--- src/rtl/cu_pkg.sv ---
// Shared encodings and stage-control payloads for the pipelined RISC-V control unit.
package cu_pkg;

  localparam int unsigned OPCODE_W = 7;
  localparam int unsigned IMM_SRC_W = 3;
  localparam int unsigned RES_SRC_W = 2;
  localparam int unsigned ALU_CTRL_W = 4;

  localparam logic [OPCODE_W-1:0] OP_LOAD   = 7'b0000011;
  localparam logic [OPCODE_W-1:0] OP_STORE  = 7'b0100011;
  localparam logic [OPCODE_W-1:0] OP_R      = 7'b0110011;
  localparam logic [OPCODE_W-1:0] OP_IMM    = 7'b0010011;
  localparam logic [OPCODE_W-1:0] OP_BRANCH = 7'b1100011;
  localparam logic [OPCODE_W-1:0] OP_JAL    = 7'b1101111;
  localparam logic [OPCODE_W-1:0] OP_JALR   = 7'b1100111;
  localparam logic [OPCODE_W-1:0] OP_LUI    = 7'b0110111;
  localparam logic [OPCODE_W-1:0] OP_AUIPC  = 7'b0010111;

  localparam logic [6:0] F7_MULDIV = 7'b0000001;

  localparam logic [IMM_SRC_W-1:0] IMM_I = 3'b000;
  localparam logic [IMM_SRC_W-1:0] IMM_S = 3'b001;
  localparam logic [IMM_SRC_W-1:0] IMM_B = 3'b010;
  localparam logic [IMM_SRC_W-1:0] IMM_J = 3'b011;
  localparam logic [IMM_SRC_W-1:0] IMM_U = 3'b100;

  localparam logic [RES_SRC_W-1:0] RES_ALU = 2'b00;
  localparam logic [RES_SRC_W-1:0] RES_MEM = 2'b01;
  localparam logic [RES_SRC_W-1:0] RES_PC4 = 2'b10;
  localparam logic [RES_SRC_W-1:0] RES_IMM = 2'b11;

  typedef enum logic [ALU_CTRL_W-1:0] {
    ALU_ADD  = 4'b0000,
    ALU_SUB  = 4'b0001,
    ALU_AND  = 4'b0010,
    ALU_OR   = 4'b0011,
    ALU_XOR  = 4'b0100,
    ALU_SLL  = 4'b0101,
    ALU_SRL  = 4'b0110,
    ALU_SRA  = 4'b0111,
    ALU_SLT  = 4'b1000,
    ALU_SLTU = 4'b1001,
    ALU_MUL  = 4'b1010,
    ALU_MULH = 4'b1011,
    ALU_DIV  = 4'b1100,
    ALU_REM  = 4'b1101
  } alu_op_e;

  typedef struct packed {
    logic                 reg_write;
    logic [RES_SRC_W-1:0] result_src;
    logic                 mem_write;
    logic                 jump;
    logic                 branch;
    logic                 jalr;
    logic                 load;
    logic                 byte_address;
    logic                 alu_src;
    alu_op_e              alu_control;
    logic [2:0]           funct3;
  } ctrl_t;

  typedef struct packed {
    logic                 reg_write;
    logic [RES_SRC_W-1:0] result_src;
    logic                 mem_write;
    logic                 byte_address;
  } mctrl_t;

  typedef struct packed {
    logic                 reg_write;
    logic [RES_SRC_W-1:0] result_src;
  } wctrl_t;

  localparam ctrl_t  CTRL_BUBBLE  = '0;
  localparam mctrl_t MCTRL_BUBBLE = '0;
  localparam wctrl_t WCTRL_BUBBLE = '0;

  // Base integer ALU op shared by R-type and I-type; only R-type may select SUB.
  function automatic alu_op_e alu_base(input logic [2:0] f3, input logic f7b5, input logic is_r);
    case (f3)
      3'b000:  return (is_r && f7b5) ? ALU_SUB : ALU_ADD;
      3'b001:  return ALU_SLL;
      3'b010:  return ALU_SLT;
      3'b011:  return ALU_SLTU;
      3'b100:  return ALU_XOR;
      3'b101:  return f7b5 ? ALU_SRA : ALU_SRL;
      3'b110:  return ALU_OR;
      default: return ALU_AND;
    endcase
  endfunction

  // Branch condition from flags of rs1-rs2; carry set means no borrow (rs1 >= rs2 unsigned).
  function automatic logic branch_cond(input logic [2:0] f3, input logic zero, input logic neg,
                                       input logic ovf, input logic carry);
    case (f3)
      3'b000:  return zero;
      3'b001:  return !zero;
      3'b100:  return neg ^ ovf;
      3'b101:  return !(neg ^ ovf);
      3'b110:  return !carry;
      3'b111:  return carry;
      default: return 1'b0;
    endcase
  endfunction

endpackage

--- src/rtl/cu_decode.sv ---
// Combinational D-stage decode: instruction fields to stage controls, immediate select and illegal flag.
module cu_decode
  import cu_pkg::*;
#(
  parameter bit EXT_M = 1'b0
) (
  input  logic [6:0]           opcode_i,
  input  logic [2:0]           funct3_i,
  input  logic [6:0]           funct7_i,
  output ctrl_t                ctrl_o,
  output logic [IMM_SRC_W-1:0] imm_src_o,
  output logic                 illegal_o
);

  always_comb begin
    ctrl_o        = CTRL_BUBBLE;
    imm_src_o     = IMM_I;
    illegal_o     = 1'b0;
    ctrl_o.funct3 = funct3_i;

    case (opcode_i)
      OP_LOAD: begin
        ctrl_o.reg_write    = 1'b1;
        ctrl_o.result_src   = RES_MEM;
        ctrl_o.alu_src      = 1'b1;
        ctrl_o.load         = 1'b1;
        ctrl_o.byte_address = (funct3_i == 3'b000);
      end
      OP_STORE: begin
        ctrl_o.mem_write    = 1'b1;
        ctrl_o.alu_src      = 1'b1;
        ctrl_o.byte_address = (funct3_i == 3'b000);
        imm_src_o           = IMM_S;
      end
      OP_R: begin
        ctrl_o.reg_write = 1'b1;
        if (funct7_i == F7_MULDIV) begin
          if (!EXT_M) begin
            illegal_o = 1'b1;
          end else begin
            case (funct3_i)
              3'b000:  ctrl_o.alu_control = ALU_MUL;
              3'b001:  ctrl_o.alu_control = ALU_MULH;
              3'b100:  ctrl_o.alu_control = ALU_DIV;
              3'b110:  ctrl_o.alu_control = ALU_REM;
              default: illegal_o = 1'b1;
            endcase
          end
        end else begin
          ctrl_o.alu_control = alu_base(funct3_i, funct7_i[5], 1'b1);
        end
      end
      OP_IMM: begin
        ctrl_o.reg_write   = 1'b1;
        ctrl_o.alu_src     = 1'b1;
        ctrl_o.alu_control = alu_base(funct3_i, funct7_i[5], 1'b0);
      end
      OP_BRANCH: begin
        ctrl_o.branch      = 1'b1;
        ctrl_o.alu_control = ALU_SUB;
        imm_src_o          = IMM_B;
        illegal_o          = (funct3_i == 3'b010) || (funct3_i == 3'b011);
      end
      OP_JAL: begin
        ctrl_o.jump       = 1'b1;
        ctrl_o.reg_write  = 1'b1;
        ctrl_o.result_src = RES_PC4;
        imm_src_o         = IMM_J;
      end
      OP_JALR: begin
        ctrl_o.jump       = 1'b1;
        ctrl_o.jalr       = 1'b1;
        ctrl_o.reg_write  = 1'b1;
        ctrl_o.result_src = RES_PC4;
        ctrl_o.alu_src    = 1'b1;
      end
      OP_LUI: begin
        ctrl_o.reg_write  = 1'b1;
        ctrl_o.result_src = RES_IMM;
        imm_src_o         = IMM_U;
      end
      OP_AUIPC: begin
        ctrl_o.reg_write = 1'b1;
        ctrl_o.alu_src   = 1'b1;
        imm_src_o        = IMM_U;
      end
      default: illegal_o = 1'b1;
    endcase
  end

endmodule

--- src/rtl/control_unit_pipe.sv ---
// Pipelined control unit: combinational decode in D, control registers for E, M and W
// with stall/flush handling and E-stage branch resolution.
module control_unit_pipe
  import cu_pkg::*;
#(
  parameter bit EXT_M          = 1'b0,
  parameter bit ILLEGAL_AS_NOP = 1'b1
) (
  input  logic        clk_i,
  input  logic        rst_n_i,
  input  logic [31:0] instr_i,
  input  logic        stall_i,
  input  logic        flush_e_i,
  input  logic        zero_i,
  input  logic        neg_i,
  input  logic        ovf_i,
  input  logic        carry_i,
  output logic [2:0]  imm_src_d_o,
  output logic        illegal_d_o,
  output logic [3:0]  alu_control_e_o,
  output logic        alu_src_e_o,
  output logic        pc_src_e_o,
  output logic        jalr_e_o,
  output logic        load_e_o,
  output logic        mem_write_m_o,
  output logic        byte_address_m_o,
  output logic        reg_write_m_o,
  output logic        reg_write_w_o,
  output logic [1:0]  result_src_w_o
);

  ctrl_t  dec_c;
  ctrl_t  dec_safe_c;
  ctrl_t  e_d, e_q;
  mctrl_t m_d, m_q;
  wctrl_t w_d, w_q;

  // Register and immediate fields are consumed by the datapath, not here.
  logic unused_instr_bits;
  assign unused_instr_bits = ^{instr_i[24:15], instr_i[11:7]};

  cu_decode #(
    .EXT_M(EXT_M)
  ) u_decode (
    .opcode_i (instr_i[6:0]),
    .funct3_i (instr_i[14:12]),
    .funct7_i (instr_i[31:25]),
    .ctrl_o   (dec_c),
    .imm_src_o(imm_src_d_o),
    .illegal_o(illegal_d_o)
  );

  // An illegal instruction must never write state or redirect the PC.
  always_comb begin
    dec_safe_c = dec_c;
    if (illegal_d_o) begin
      if (ILLEGAL_AS_NOP) begin
        dec_safe_c = CTRL_BUBBLE;
      end else begin
        dec_safe_c.reg_write   = 1'b0;
        dec_safe_c.mem_write   = 1'b0;
        dec_safe_c.branch      = 1'b0;
        dec_safe_c.jump        = 1'b0;
        dec_safe_c.jalr        = 1'b0;
        dec_safe_c.load        = 1'b0;
        dec_safe_c.alu_control = ALU_ADD;
      end
    end
  end

  always_comb begin
    e_d = e_q;
    m_d = m_q;
    w_d = w_q;
    if (!stall_i) begin
      e_d = flush_e_i ? CTRL_BUBBLE : dec_safe_c;
      m_d = '{reg_write:    e_q.reg_write,
              result_src:   e_q.result_src,
              mem_write:    e_q.mem_write,
              byte_address: e_q.byte_address};
      w_d = '{reg_write:  m_q.reg_write,
              result_src: m_q.result_src};
    end
  end

  always_ff @(posedge clk_i or negedge rst_n_i) begin
    if (!rst_n_i) begin
      e_q <= CTRL_BUBBLE;
      m_q <= MCTRL_BUBBLE;
      w_q <= WCTRL_BUBBLE;
    end else begin
      e_q <= e_d;
      m_q <= m_d;
      w_q <= w_d;
    end
  end

  assign alu_control_e_o  = 4'(e_q.alu_control);
  assign alu_src_e_o      = e_q.alu_src;
  assign jalr_e_o         = e_q.jalr;
  assign load_e_o         = e_q.load;
  // Flags are live, so a branch held in E by a stall keeps re-resolving.
  assign pc_src_e_o       = e_q.jump |
                            (e_q.branch & branch_cond(e_q.funct3, zero_i, neg_i, ovf_i, carry_i));
  assign mem_write_m_o    = m_q.mem_write;
  assign byte_address_m_o = m_q.byte_address;
  assign reg_write_m_o    = m_q.reg_write;
  assign reg_write_w_o    = w_q.reg_write;
  assign result_src_w_o   = w_q.result_src;

endmodule

--- config.mk ---
export PLATFORM = sky130hd
export DESIGN_NAME = control_unit_pipe
export DESIGN_NICKNAME = d
export VERILOG_FILES = /design/src/rtl/cu_pkg.sv /design/src/rtl/cu_decode.sv /design/src/rtl/control_unit_pipe.sv
export SDC_FILE = /design/constraint.sdc
export NUM_CORES = 1
export LEC_CHECK = 0
export BUFFER_PORTS_ARGS = -buffer_cell sky130_fd_sc_hd__buf_2
export CORE_ASPECT_RATIO = 1.5
export CORE_MARGIN = 3
export CORE_UTILIZATION = 48
export CTS_CLUSTER_SIZE = 14
export DETAILED_ROUTE_END_ITERATION = 12
export GPL_ROUTABILITY_DRIVEN = 0
export PLACE_DENSITY = 0.91
export SLEW_MARGIN = 10
export SYNTH_ARGS = -nofsm -noshare
export SYNTH_HDL_FRONTEND = slang
export SYNTH_SLANG_ARGS = --single-unit
--- constraint.sdc ---
create_clock -name clk_i -period 1.95 [get_ports clk_i]
set_input_delay 0.39 -clock clk_i [delete_from_list [all_inputs] [get_ports clk_i]]
set_output_delay 0.39 -clock clk_i [all_outputs]
set_load 0.05 [all_outputs]
==> flow_summary.toml, run 1 <==
[die]
row_count = 24
die_w_um = 51.2
die_h_um = 73.7
start_util_pct = 50.4
dieArea_um2 = 3770
ios = 58
fp.coreArea_um2 = 2910

[detailed_routing]
antenna_left = 0
vias_per_cell = 5.65
routedWlPerCell_um = 14.7
drc = 0
drt_wl_total_mm = 3.34
drt_first_iter_violations = 50
dr.pass1.iters = 4
vias = 1288

[critical_path]
crit_chain = "clkbuf_4 > or3_4 > a2111oi_4 > clkbuf_4"
cp_common_cell = "clkbuf_4"
cp.depth = 4
cp_top_family = "buffers and inverters"
cp.required_ns = 1.56
cpPeakStageDelay_ns = 0.39
path_class = "in2out"
crit_buf_inv = 2
r2r_cells = 1
cp_max_fo = 12
worstPathArrival_ns = 1.53
startpoint_type = "primary input"
endpoint_kind = "output pin"
crit_slowest_cell = "or3_4"

[global_route]
grt_usage_pct = 19.0
grt_overflow_total = 0
grt_pass1_vias = 1245
grt_max_degree = 26
grt_first_pass_wirelength_mm = 5.55
antenna_found_initial = 0

[place]
dpl.hpwl_mm = 2.64
dp_cells = 224
port_buffers = 42

[clocking]
cts_tree = "built"
cts_buffers = 3
cts_resized = 1
numClockSinks = 25
insertion_delay_ns = 0.26
clk_pin_slew_ns = 0.08
clock_path_buffers = 2
root_buffer = "clkbuf_8"
postCtsSetupRepairBufs = 0
hold_buffers = 0
ctsHtreeMaxLevel = 1

[timing]
worst_slew_pin_slew_ns = 0.532
relSlewSlack_pct = 64.6
fin_crit_sh_pct = 98.2
finalCriticalPeriod_ns = 1.92
setup_viol = 0
max_freq_mhz = 522
drv_slew = 0
holdWs_ns = 0.0971
timing.final.hold_violations = 0
skew_ns = 0.000436

[run_status]
status = "finished clean"

[finish]
layout.cells.non_filler = 228
diodes = 0
drive_gt1_share_pct = 40.7
finalNetCount = 230
fin_util_pct = 61.5
area_growth_pct = 22.0

[min_path]
hold_class = "in2async"

[power_and_ir_drop]
power_mw = 0.993
p_leak_nw = 0.841
power_per_cell_area_nw_per_um2 = 554
ir_drop_v = 0.000326

[synthesis]
synthTopCellsByArea = "dfrtp_1, mux2_2, nand2_1"
synth_edf_count = 0
synth.most_common_cell = "dfrtp_1"
syn_area_um2 = 1470
syn_nets = 183
seq_area_frac_synth_pct = 42.6
ys_ff_latch = 25
synth.top_cell.area_share_pct = 42.6
synthFlopType = "dfrtp_1"
async_flop_share_pct = 100
synth_cell_types = 42
synthesis.instances = 143
yosys_warnings = 0
synth_top_cell_by_area = "dfrtp_1"
synthTopCellsByCount = "dfrtp_1, nand2_1, o21ai_0"
syn_avg_cell_area_um2 = 10.3

[flow_run]
maxCapViolations = 0
[cells in the final DEF (no fill, tap or decap), types with 3 or more instances in the layout]
| cell type | n |
|---|---|
| inv_1 | 3 |
| nor3_1 | 3 |
| o21ai_1 | 4 |
| buf_4 | 14 |
| o211ai_1 | 3 |
| o41ai_1 | 4 |
| mux2_2 | 8 |
| nand3_1 | 4 |
| nand2_1 | 17 |
| or2_1 | 3 |
| buf_2 | 39 |
| xnor2_1 | 3 |
| o21ai_0 | 9 |
| dfrtp_1 | 25 |
| nor2_1 | 5 |
| nand2b_1 | 5 |
| clkbuf_8 | 3 |
[routing by layer]
layer	vias up	wire, um	GRT usage, %
li1	614	-	-
met4	0	76	7.49
met5	-	0	0
met1	605	1300	23.6
met2	59	1760	33.3
met3	10	213	1.83
[cell type report]
cell class | instances | area, um2
multi-input combinational | 102 | 744
inverter | 3 | 11.3
clock buffer | 4 | 45.0
timing repair buffer | 55 | 315
fill | 262 | 1120
tap | 39 | 48.8
sequential | 25 | 626
[where the power goes]
group          total (mW)  leakage [nW]  switching, mW  internal [mW]
Combinational       0.171         0.470          0.104         0.0664
Clock               0.296        0.0228          0.151          0.146
Sequential          0.526         0.348        0.00300          0.523
[stage by stage]
step / instance area, um2 / setup slack, ns / TNS [ns]
CTS: 1780 / 0.0163 / 0
global placement: 1730 / -0.0229 / -0.0229
finish: 1790 / 0.0349 / 0
floorplan: 1490 / -0.0381 / -0.0381
global route: 1790 / -0.0180 / -0.0180
detailed placement: 1730 / -0.0203 / -0.0203
[flip-flops by register name, summed over array words and instances (netlist names)]
register	cells
e_q	10
alu_control_e_o	4
mem_write_m_o	1
result_src_w_o	2
m_q	2
alu_src_e_o	1
jalr_e_o	1
byte_address_m_o	1
reg_write_w_o	1
reg_write_m_o	1
load_e_o	1
[path summary, 6_finish.rpt]
check                                               start  slack, ns                        endpoint
hold / removal                                    rst_n_i        0.1       mem_write_m_o$_DFFE_PN0N_
max in group asynchronous                         rst_n_i       1.50              e_q[1]$_DFFE_PN0N_
setup / recovery                               instr_i[6]       0.03                  imm_src_d_o[0]
hold reg to reg            alu_control_e_o[3]$_DFFE_PN0N_       0.49  alu_control_e_o[3]$_DFFE_PN0N_
setup reg to reg                      e_q[15]$_DFFE_PN0N_       1.18              m_q[3]$_DFFE_PN0N_
min in group clk_i                              flush_e_i       0.34             e_q[12]$_DFFE_PN0N_
[cell families after synthesis]
family / count (synthesis) / share of synthesized area, %
multiplexers: 9 / 6.82
flip-flops: 25 / 42.6
XOR/XNOR: 4 / 2.39
buffers and inverters: 16 / 7.76
AND/OR/NAND/NOR: 53 / 21.5
AO/OA/AOI/OAI: 36 / 18.9
Note: power is estimated with default switching activity, not from simulation.
==> run 2: changes to the inputs <==
--- a/config.mk
+++ b/config.mk
@@ -5,6 +5,7 @@
 export SDC_FILE = /design/constraint.sdc
 export NUM_CORES = 1
 export LEC_CHECK = 0
+export ABC_AREA = 1
 export BUFFER_PORTS_ARGS = -buffer_cell sky130_fd_sc_hd__buf_2
 export CORE_ASPECT_RATIO = 1.5
 export CORE_MARGIN = 3
==> constraint.sdc (replaced) <==
create_clock -name clk_i -period 1.95 [get_ports clk_i]
set_input_delay 0.39 -clock clk_i [delete_from_list [all_inputs] [get_ports clk_i]]
set_output_delay 0.39 -clock clk_i [all_outputs]
set_load 0.01 [all_outputs]
==> run 2 against run 1 <==
Against the previous run: flip-flop and latch count is the same; register-to-register slack worse by 0.06 ns; area after synthesis up 2.5%; die area increased by 2.2%; wire length shrank 6.0%; largest power group unchanged; sequential power about the same; count of clock-buffer cells in the layout unchanged; highest routed layer unchanged; setup slack better by 0.074 ns; clock skew is essentially flat; sequential share of layout area shrank 0.073 points; via count up 8.2%.
==> flow_summary.toml, run 2 <==
[die]
start_util_pct = 51.1
die_h_um = 74.6
row_count = 24
die_w_um = 51.7
dieArea_um2 = 3850
ios = 58
fp.coreArea_um2 = 2940

[timing]
max_freq_mhz = 543
finalSetupTns_ns = 0
drv_slew = 0
worst_slew_pin_slew_ns = 0.528
rsz0062_at_grt = "no"
finalCriticalPeriod_ns = 1.84
setup_viol = 0
fin_crit_sh_pct = 94.4
holdWs_ns = 0.0839
relSlewSlack_pct = 64.8
timing.final.hold_violations = 0
skew_ns = 0.000478

[detailed_routing]
drt_wl_total_mm = 3.14
vias = 1393
antenna_left = 0
drt_first_iter_violations = 36
dr.pass1.iters = 4
drc = 0
vias_per_cell = 4.98
routedWlPerCell_um = 11.2

[place]
dpl.hpwl_mm = 2.55
dp_cells = 274
place_area_um2 = 1730
port_buffers = 42

[synthesis]
syn_area_um2 = 1500
synth_top_family_by_area = "simple AND/OR/NAND/NOR gates"
async_flop_share_pct = 100
synth.most_common_cell = "nand2_1"
yosys_warnings = 0
synthesis.instances = 199
synth_top_cell_by_area = "dfrtp_1"
seq_area_frac_synth_pct = 41.6
synth_cell_types = 28
synthTopCellsByCount = "nand2_1, dfrtp_1, inv_1"
syn_avg_cell_area_um2 = 7.56
syn_nets = 239
synth.top_cell.area_share_pct = 41.6
synthAdderAreaFrac_pct = 0
synthSimpleGateAreaFrac_pct = 34.8
synthTopCellsByArea = "dfrtp_1, nand2_1, inv_1"
muxShareOfSynthArea_pct = 0.666
ys_ff_latch = 25
synthFlopType = "dfrtp_1"
synth-compound-area-share_pct = 11.2
synth_edf_count = 0
synthXorXnorAreaFrac_pct = 1.16

[finish]
diodes = 0
fin_util_pct = 61.0
layout.cells.non_filler = 280
multi_input_area_um2 = 722
final_common_cell = "nand2_1"
largest_reg_flops = 10
area_growth_pct = 19.3
largest-register = "e_q"
layout_common_cells = "nand2_1, buf_2, dfrtp_1, inv_1"
finalNetCount = 282
register_area_um2 = 626
drive_gt1_share_pct = 33.2
n_fill_cell = 286
fin_area_um2 = 1790

[clocking]
root_buffer = "clkbuf_8"
insertion_delay_ns = 0.27
clock_path_buffers = 2
hold_buffers = 0
numClockSinks = 25
cts_buffers = 3
clk_pin_slew_ns = 0.08
ctsHtreeMaxLevel = 1
cts_tree = "built"

[power_and_ir_drop]
p_leak_nw = 1.04
power_per_cell_area_nw_per_um2 = 537
ir_drop_v = 0.000331

[critical_path]
r2r-start = "e_q[0]$_DFFE_PN0N_"
startpoint_type = "flip-flop"
cp_common_cell = "nand2_1"
crit_slowest_cell = "dfrtp_1"
endpoint_kind = "output pin"
startpoint = "e_q[0]$_DFFE_PN0N_"
crit_chain = "inv_2 > buf_4 > nor3_1 > mux2i_1 > nand4_1 > nand2_1 > nand2_1 > buf_2"
cp_max_fo = 4
worstPathArrival_ns = 1.45
cp.required_ns = 1.56
path_class = "reg2out"
crit_buf_inv = 3
cp_top_family = "flip-flops"
cpPeakStageDelay_ns = 0.42

[global_route]
grt_max_degree = 26
grt_first_pass_wirelength_mm = 5.50
grt_pass1_vias = 1331
grt_overflow_total = 0
antenna_found_initial = 0
grt_usage_pct = 18.7

[min_path]
hold_class = "in2async"

[run_status]
status = "finished clean"

[flow_run]
maxCapViolations = 0
run 2: changes by cell type after synthesis, sizes merged, moves of 3 or more:
cell | before | now
nand2 | 17 | 72
inv | 3 | 30
nor2 | 6 | 16
mux2 | 8 | 0
nand3 | 4 | 12
buf | 11 | 5
nand2b | 5 | 0
o41ai | 5 | 0
o22ai | 0 | 4
nand3b | 3 | 0
nor4 | 3 | 0
run 2: layout make-up:
class	instances	area share [%]
Sequential cell	25	34.9
Multi-Input combinational cell	136	40.2
Timing Repair Buffer	46	13.4
Clock buffer	4	2.51
Tap cell	39	2.72
Inverter	30	6.28
run 2: repair_timing:
action	in CTS	in global routing
resized for setup	1	2
setup endpoints to repair	1	1
buffers inserted	0	2
pin swaps	0	1
run 2: worst paths after layout:
check                           cells after the start  slack (ns)                              to
worst max-delay path                                8        0.11                      pc_src_e_o
worst min-delay path                                1        0.08  alu_control_e_o[3]$_DFFE_PN0N_
worst max register to register                      3        1.12              e_q[0]$_DFFE_PN0N_
worst min register to register                      2        0.47   result_src_w_o[1]$_DFFE_PN0N_
max in group asynchronous                           1        1.51              m_q[2]$_DFFE_PN0N_
min in group clk_i                                  3        0.42              e_q[0]$_DFFE_PN0N_
run 2: report_power, final:
part	internal, mW	switching, mW
Combinational	0.0478	0.0849
Clock	0.146	0.160
Sequential	0.522	0.00231
run 2: kinds of logic (layout without fill, tap and decap cells):
logic type / after synthesis / in the layout
simple gates: 109 / 109
buf+inv: 38 / 80
flops: 25 / 25
compound gates: 24 / 24
xor+xnor: 2 / 2
mux: 1 / 1
run 2: per-stage QoR:
step	worst slack (ns)	total power, mW
detailed placement	0.140	0.666
global placement	0.170	0.664
global route	0.0380	1.01
floorplan	0.485	0.607
finish	0.109	0.963
CTS	0.0103	0.967
run 2: metal layers:
metal / vias up / wire length (um) / GRT usage [%]
met1: 642 / 1170 / 19.0
met3: 7 / 132 / 2.61
met4: 0 / 82 / 9.62
met2: 37 / 1760 / 36.1
li1: 707 / - / -
met5: - / 0 / 0
==> run 3: changes to the inputs <==
--- a/config.mk
+++ b/config.mk
@@ -9,11 +9,11 @@
 export BUFFER_PORTS_ARGS = -buffer_cell sky130_fd_sc_hd__buf_2
 export CORE_ASPECT_RATIO = 1.5
 export CORE_MARGIN = 3
-export CORE_UTILIZATION = 48
+export CORE_UTILIZATION = 52
 export CTS_CLUSTER_SIZE = 14
 export DETAILED_ROUTE_END_ITERATION = 12
 export GPL_ROUTABILITY_DRIVEN = 0
-export PLACE_DENSITY = 0.91
+export PLACE_DENSITY = 0.95
 export SLEW_MARGIN = 10
 export SYNTH_ARGS = -nofsm -noshare
 export SYNTH_HDL_FRONTEND = slang
==> constraint.sdc (replaced) <==
create_clock -name clk_i -period 2.3 [get_ports clk_i]
set_input_delay 0.46 -clock clk_i [delete_from_list [all_inputs] [get_ports clk_i]]
set_output_delay 0.46 -clock clk_i [all_outputs]
set_load 0.01 [all_outputs]
==> run 3 against run 2 <==
Against the previous run: setup slack better by 0.25 ns; register-to-register slack better by 0.42 ns; sequential share of layout area increased by 0.47 points; largest power group unchanged; die area fell by 7.0%; flip-flop and latch count did not move; non-clock buffer count down 3; sequential power down 15%; hold slack better by 0.075 ns; global-route usage fell by 0.57 points.
==> flow_summary.toml, run 3 (synthesis gave the netlist of run 2 again) <==
[global_route]
grt_max_degree = 26
grt_overflow_total = 0
grt_pass1_vias = 1322
antenna_found_initial = 0
grt_usage_pct = 18.2
grt_first_pass_wirelength_mm = 5.18

[place]
dpl.hpwl_mm = 2.40
port_buffers = 42
post-place-ws_ns = 0.363
place_area_um2 = 1720

[clocking]
postCtsSetupRepairBufs = 0
insertion_delay_ns = 0.26
clock_path_buffers = 2
cts_tree = "built"
root_buffer = "clkbuf_8"
cts_buffers = 3
numClockSinks = 25
ctsHtreeMaxLevel = 1
clk_pin_slew_ns = 0.08
hold_buffers = 0
cts_resized = 0

[critical_path]
cp.required_ns = 1.84
crit_chain = "buf_2 > nand2_4 > nor2_4 > nand2_1 > nand2_1 > nor2_2 > nand2_2 > nand2_4 > buf_2"
cp_top_family = "simple AND/OR/NAND/NOR gates"
crit_buf_inv = 2
path_class = "in2out"
rrSetupSlack_ns = 1.54
worstPathArrival_ns = 1.48
cpPeakStageDelay_ns = 0.18
cp_max_fo = 5
crit_slowest_cell = "nor2_2"
startpoint_type = "primary input"
endpoint_kind = "output pin"

[timing]
setup_slack_ns = 0.359
finalSetupTns_ns = 0
skew_ns = 0.00101
timing.final.hold_violations = 0
drv_slew = 0
max_freq_mhz = 515
worst_slew_pin_slew_ns = 0.523
setup_viol = 0
rsz0062_at_grt = "no"
fin_crit_sh_pct = 84.4
relSlewSlack_pct = 65.2
finalCriticalPeriod_ns = 1.94

[finish]
area_growth_pct = 17.7
largest_reg_flops = 10
fin_area_um2 = 1770
n_fill_cell = 252
drive_gt1_share_pct = 31.9
largest-register = "e_q"
diodes = 0
layout_common_cells = "nand2_1, buf_2, inv_1, dfrtp_1"
fin_util_pct = 65.4
finalNetCount = 279
final_common_cell = "nand2_1"

[run_status]
status = "finished clean"

[die]
row_count = 23
ios = 58
fp.coreArea_um2 = 2710
die_w_um = 49.9
start_util_pct = 55.6
dieArea_um2 = 3590
die_h_um = 71.9

[detailed_routing]
vias = 1370
drt_first_iter_violations = 19
routedWlPerCell_um = 10.7
vias_per_cell = 4.98
antenna_left = 0
drc = 0
dr.pass1.iters = 4
drt_wl_total_mm = 2.96

[power_and_ir_drop]
power_per_cell_area_nw_per_um2 = 457
p_leak_nw = 1.03
ir_drop_v = 0.000227
power_mw = 0.810

[min_path]
hold_class = "in2async"

[flow_run]
maxCapViolations = 0
## run 3: area by class of cell
class | count | area (um2) | share of cell area (%)
Clock buffer | 3 | 41.3 | 2.33
Clock inverter | 1 | 7.51 | 0.424
Inverter | 30 | 113 | 6.36
Multi-Input combinational cell | 136 | 719 | 40.6
Sequential cell | 25 | 626 | 35.3
Tap cell | 37 | 46.3 | 2.61
Timing Repair Buffer | 43 | 218 | 12.3
## run 3: power breakdown
| part | switching [mW] | internal [mW] |
|---|---|---|
| registers | 0.00176 | 0.442 |
| clock network | 0.134 | 0.123 |
| logic | 0.0711 | 0.0384 |
## run 3: routing by layer
metal	track usage [%]	wire [um]	up-vias
li1	-	-	703
met1	18.8	1200	630
met2	34.5	1600	33
met3	2.91	103	4
met4	8.92	46	0
met5	0	0	-
## run 3: worst register-to-register path, cell delays in order, from the launching register on
cell and delay, ns:
dfrtp_1 0.40, inv_1 0.14, o22ai_2 0.10
## run 3: worst paths after layout
path                                                  end  depth (start not counted)                          start
max reg2reg                            e_q[2]$_DFFE_PN0N_                          2             e_q[2]$_DFFE_PN0N_
min in group clk_i          result_src_w_o[1]$_DFFE_PN0N_                          2  result_src_w_o[1]$_DFFE_PN0N_
max in group asynchronous              m_q[3]$_DFFE_PN0N_                          1                        rst_n_i
min                        alu_control_e_o[3]$_DFFE_PN0N_                          1                        rst_n_i
min reg2reg                 result_src_w_o[1]$_DFFE_PN0N_                          2  result_src_w_o[1]$_DFFE_PN0N_
max                                           illegal_d_o                          9                     instr_i[1]
## run 3: per-stage QoR
| step | hold WS [ns] | std cells |
|---|---|---|
| 2_1_floorplan | 0.164 | 199 |
| 4_1_cts | 0.182 | 275 |
| 5_1_grt | 0.188 | 275 |
| 3_3_place_gp | 0.456 | 271 |
| 3_5_place_dp | 0.458 | 271 |
| 6_report | 0.159 | 275 |
